## config.mk

```make
export PLATFORM = sky130hd
export DESIGN_NAME = pc_unit
export DESIGN_NICKNAME = d
export VERILOG_FILES = /design/src/rtl/pc_unit.sv
export SDC_FILE = /design/constraint.sdc
export NUM_CORES = 1
export LEC_CHECK = 0
export CAP_MARGIN = 30
export CORE_MARGIN = 3
export CORE_UTILIZATION = 30
export DETAILED_ROUTE_END_ITERATION = 10
export SKIP_CTS_REPAIR_TIMING = 1
export SYNTH_ARGS = -nofsm -noshare
export SYNTH_HDL_FRONTEND = slang
export SYNTH_SLANG_ARGS = --single-unit
```

## constraint.sdc

```tcl
create_clock -name clk -period 2.07 [get_ports clk]
set_clock_uncertainty 0.2 [all_clocks]
set_input_delay 0.207 -clock clk [delete_from_list [all_inputs] [get_ports clk]]
set_output_delay 0.207 -clock clk [all_outputs]
set_load 0.005 [all_outputs]
```

## src/rtl/pc_unit.sv

```systemverilog
// Program-counter unit: sequential fetch, taken-jump redirect with a one-cycle flush bubble.
// Optional taken-jump counter on the branch_count port when PC_BRANCH_COUNT_EN is defined.
module pc_unit #(
    parameter int unsigned          WIDTH        = 16,
    parameter logic [WIDTH-1:0]     RESET_VECTOR = '0
) (
    input  logic             clk,
    input  logic             rst,
    input  logic             pc_load,
    input  logic [WIDTH-1:0] branch_target,
    input  logic             stall,
    input  logic             fetch_ready,
    output logic [WIDTH-1:0] pc,
    output logic [WIDTH-1:0] pc_plus1,
    output logic             fetch_valid,
    output logic             flush
`ifdef PC_BRANCH_COUNT_EN
    ,
    output logic [15:0]      branch_count
`endif
);

    typedef enum logic [1:0] {
        StIdle,
        StRun,
        StRedirect
    } state_e;

    state_e state;

    assign pc_plus1 = pc + WIDTH'(1);

    always_ff @(posedge clk) begin
        if (rst) begin
            state       <= StIdle;
            pc          <= RESET_VECTOR;
            fetch_valid <= 1'b0;
            flush       <= 1'b0;
`ifdef PC_BRANCH_COUNT_EN
            branch_count <= 16'd0;
`endif
        end else begin
            case (state)
                StIdle: begin
                    state       <= StRun;
                    fetch_valid <= 1'b1;
                    flush       <= 1'b0;
                end
                StRun: begin
                    // A taken jump wins over stall and fetch_ready.
                    if (pc_load) begin
                        state       <= StRedirect;
                        pc          <= branch_target;
                        fetch_valid <= 1'b0;
                        flush       <= 1'b1;
`ifdef PC_BRANCH_COUNT_EN
                        if (branch_count != 16'hFFFF) begin
                            branch_count <= branch_count + 16'd1;
                        end
`endif
                    end else begin
                        fetch_valid <= 1'b1;
                        flush       <= 1'b0;
                        if (fetch_ready && !stall) begin
                            pc <= pc_plus1;
                        end
                    end
                end
                StRedirect: begin
                    // pc_load held into this cycle is dropped, not queued.
                    state       <= StRun;
                    fetch_valid <= 1'b1;
                    flush       <= 1'b0;
                end
                default: begin
                    state       <= StIdle;
                    fetch_valid <= 1'b0;
                    flush       <= 1'b0;
                end
            endcase
        end
    end

endmodule
```

# Yosys cells after proc, flatten, opt, wreduce, memory -nomap -nowiden
# Cells that the tools add are included.
# totals
register_bits	20
inputBits	21
out_inout_bits	34
elab_cells	23
# classes
n_addsub	1
eq_ne	3
n_mux	7
bitwise_logic	1
n_reduce_logical	7
# ops
operator	n
$mux W16	2
$add A16 B1 Y16 const B	1
$pmux W2 S2	1
$reduce_or A2 Y1	2
$eq A2 B1 Y1 const B	1
$eq A2 B2 Y1 const B	1
$logic_not A2 Y1	1
$mux W1	2
$mux W2	1
$ne A2 B2 Y1 const B	1
$pmux W1 S2	1
$reduce_and A2 Y1	1
$reduce_bool A2 Y1	1
$logic_and A1 B1 Y1	1
$logic_not A1 Y1	1
$not A1 Y1	1

# Longest topological paths before layout
# depth
word_depth	4
depth_mapped	7
mapped_depth_nobuf	5

# Worst setup path after synthesis
# OpenSTA, ideal clock, no wires.
# synth_timing
kind	flip-flop to flip-flop
start	reg pc[0]
end	reg pc[14]
setup_ns	0.120
t_arrival_ns	1.541
t_required_ns	1.750
path_slack_ns	0.210
stages_incl_launch_ff	6
path_buffers	0
path_cell_list	dfxtp_1 ha_1 nand3_2 nor4_2 nor4b_1 a211o_1
# synth_between
elab_chain_cells	3
# synth_lines
element	line_no	source
start: declaration	13	output logic [WIDTH-1:0] pc,
start signal: assignment	53	pc <= branch_target;
start signal: assignment	65	pc <= pc_plus1;
$add A16 B1 Y16	31	assign pc_plus1 = pc + WIDTH'(1);
$mux W16	64	if (fetch_ready && !stall) begin
$mux W16	51	if (pc_load) begin
# No other way between the ends. The select of a mux whose other input is x is not followed.
# A chain may end at the register's enable or synchronous reset.

# Final worst setup path
# layout_timing
start	reg pc[7]
end	out pc_plus1[15]
# layout_between
elab_chain_cells	1
# layout_lines
element	line_no	source
$add A16 B1 Y16	31	
end: declaration	14	output logic [WIDTH-1:0] pc_plus1,
# No other way between the ends.

==> summary.md <==
| Metric | Value |
|---|---|
| Run status | `complete, but fails checks` |
| Failing checks | `setup timing` |
| Max transition margin | `79.3%` |
| Die boundary width | `73.8 um` |
| Top cell type by total area after synthesis | `dfxtp_1` |
| Router iterations before antenna repair | `4` |
| Global-route wire length before repair | `7340 um` |
| Crit path largest cell delay | `380 ps` |
| Setup violations, final | `1` |
| Number of core rows | `24` |
| Crit path cell chain | `nand4_1 > buf_4 > buf_6 > buf_6 > nor4_4 > buf_4 > xor2_1 > buf_2` |
| Port-buffer cells | `54` |
| Sequential fraction of design power | `40.4%` |
| Setup repair after global routing missed its margin | `yes` |
| Net load switching power | `0.296 mW` |
| Post-route worst hold slack | `350 ps` |
| Hold_sp | `state[0]` |
| Data required time of the critical path | `1660 ps` |
| Tightest Pin Transition | `310 ps` |
| Pin count of the biggest net entering global routing | `40` |
| CP Launch Point | `pc[7]` |
| Number of synthesized flops with an enable pin | `0` |
| Vias per cell | `5.17` |
| Synthesized net count | `199` |
| Slowest library cell on the worst path | `dfxtp_2` |
| Max Clk Rate | `452 MHz` |
| DP Wirelength | `3260 um` |
| TritonCTS Buffers | `3` |
| Cell types occupying the most area after synthesis | `dfxtp_1 29%, xor2_1 7.0%, nand3_1 4.4%, nor3_1 4.4%, nand2_1 4.1%` |
| Type of the worst min-delay path | `flop to flop` |
| Number of clock sinks | `20` |
| P&R area growth vs syn | `86.7%` |
| Via count of the first global-routing pass | `1573` |
| Synthesized area per cell | `7.79 um2` |
| Starting density of the core | `31.4%` |
| Combinational fraction of design power | `31.4%` |
| Diodes inserted | `0` |
| Number of DRC markers after the initial detailed-route iteration | `103` |
| Unique masters post-synth | `48` |
| Final Util | `58.7%` |
| Standard cell core area | `4380 um2` |
| Endpoints failing hold | `0` |
| Detailed-route via count | `1701` |
| Max Buffers Root-to-Sink | `2` |
| Internal cell power | `0.776 mW` |
| Clock input transition at the sequential cells of the worst setup and hold paths | `70 ps` |
| Cell Count, Final, Fillers Out | `329` |
| Cells after synthesis | `177` |
| Clock latency on the worst-skew pair | `260 ps` |
| Count leader, synth | `dfxtp_1` |
| Sequential element share of the synthesized area | `29.0%` |
| Ratio of total power to cell area | `416 nW/um2` |
| Count of boundary I/O pins | `55` |
| Tot GR Track Use | `16.9%` |
| Proportion of layout cells with a drive suffix above 1 | `34.3%` |
| Total wirelength of the detailed-routed design | `4770 um` |
| Synth Warn # | `0` |
| Type of origin of the critical path | `flop` |
| Die Ht | `73.8 um` |
| Instance area after placement | `2280 um2` |
| Type of the setup path with the least slack | `flop to output port` |
| Cell types with the highest counts after synthesis | `20 x dfxtp_1, 15 x nand2_1, 13 x nor2_1` |
| Critical R2R Launch | `pc[0]` |
| Full die area | `5450 um2` |
| Maximum vdd drop | `0.353 mV` |
| # nets final | `300` |
| Final weighted congestion in routability-driven placement | `0.835` |
| Cell count after placement | `312` |
| Area of the mapped netlist | `1380 um2` |
| Antenna violations before repair | `0` |
| Root buffer cell | `clkbuf_8` |
| Leakage power | `1.29 nW` |
| Flip-flop cell with the highest count after synthesis | `dfxtp_1` |
| Worst Path Max Fanout | `5` |
| Number of H-tree branching levels | `1` |
| Proportion of register bits with asynchronous set or reset after synthesis | `0%` |
| Arrival time reported for the critical path endpoint | `1810 ps` |
| Worst path bufs/invs | `5` |
| Max-capacitance violation count | `0` |
| Post-route standard cell area excluding fillers | `2570 um2` |
| Clock share of power | `28.1%` |
| Worst setup margin | `-143 ps` |
| Switching Fraction | `27.6%` |
| Total congestion overflow after global routing | `0` |
| Count of nets left with antenna violations after detail routing | `0` |
| Clock period minus final worst setup slack | `2210 ps` |
| Area share of the leading cell type in the synthesized netlist | `29.0%` |
| Fin crit share | `107%` |
| Element type at the critical path end | `output port` |
| DRC Markers | `0` |
| Routed wire per std cell | `14.5 um` |
| Final-report max-slew violation count | `0` |
| Family of cells with the greatest summed delay on the critical path | `buffers and inverters` |
| Number of storage elements in the synthesis netlist | `20` |
| Setup TNS | `-143 ps` |
| Clock tree from TritonCTS | `built` |
==> cell type report <==
type                            count  area, um2
Timing Repair Buffer              113       1030
Multi-Input combinational cell    136        986
Inverter                            4       15.0
Tap cell                           52       65.1
Fill cell                         398       1810
Sequential cell                    20        419
Clock buffer                        4       55.1
==> power groups by stage <==
| stage | sequential, mW | clock (mW) | combinational (mW) |
|---|---|---|---|
| 3_3_place_gp | 0.438 | 0 | 0.329 |
| 4_1_cts | 0.429 | 0.307 | 0.334 |
| 3_5_place_dp | 0.438 | 0 | 0.332 |
| 5_1_grt | 0.437 | 0.319 | 0.368 |
| 6_report | 0.433 | 0.302 | 0.337 |
| 2_1_floorplan | 0.444 | 0 | 0.123 |
==> worst register-to-register path, cell delays in order (launching register included) <==
cell and delay [ps]:
dfxtp_2 360, buf_6 130, nand4_4 110, buf_6 150
or2_4 240, buf_6 120, buf_4 140, o32a_1 340
nand2_1 60
==> per-stage QoR <==
| step | total power [mW] | setup slack [ps] |
|---|---|---|
| 2_1_floorplan | 0.567 | 210 |
| 5_1_grt | 1.12 | -223 |
| 3_3_place_gp | 0.767 | -102 |
| 6_report | 1.07 | -143 |
| 3_5_place_dp | 0.769 | -102 |
| 4_1_cts | 1.07 | -402 |
==> worst paths after layout <==
kind	endpoint	slack [ps]	depth (start not counted)
setup / recovery	pc_plus1[15]	-140	8
hold / removal	state[0]	350	2
setup reg to reg	pc[9]	160	8
hold reg to reg	state[0]	350	2
==> flip-flops by register name (all words and copies together) (netlist names) <==
| register | flops |
|---|---|
| flush | 1 |
| pc | 16 |
| fetch_valid | 1 |
| state | 2 |
==> metal layers <==
layer / vias up / part of all wire (%) / GRT usage, %
met5: - / 0 / 0
met4: 0 / 1.7 / 5.03
met3: 11 / 6.3 / 4.38
met2: 53 / 47 / 26.4
met1: 783 / 45 / 22.8
li1: 854 / - / -
==> cells in the final DEF, fill, tap and decap left out, types with 6 or more instances in the layout <==
master / instances
dlymetal6s2s_1: 9
buf_6: 6
nand4_1: 8
nor2_1: 11
dfxtp_1: 9
clkdlybuf4s50_1: 41
dfxtp_2: 9
buf_4: 51
nand2_1: 15
nand3_1: 11
xor2_1: 11
nor3_1: 9
==> logic make-up after synthesis <==
group,count (synthesis),synth area share (%)
DFF,20,29.0
AOI/OAI and AO/OA,37,19.7
buffers and inverters,21,6.71
adders and majority gates,1,0.907
and+or+nand+nor,83,34.0
xor gates and xnor gates,14,8.89
muxes,1,0.726
(Power assumes the default switching activity.)
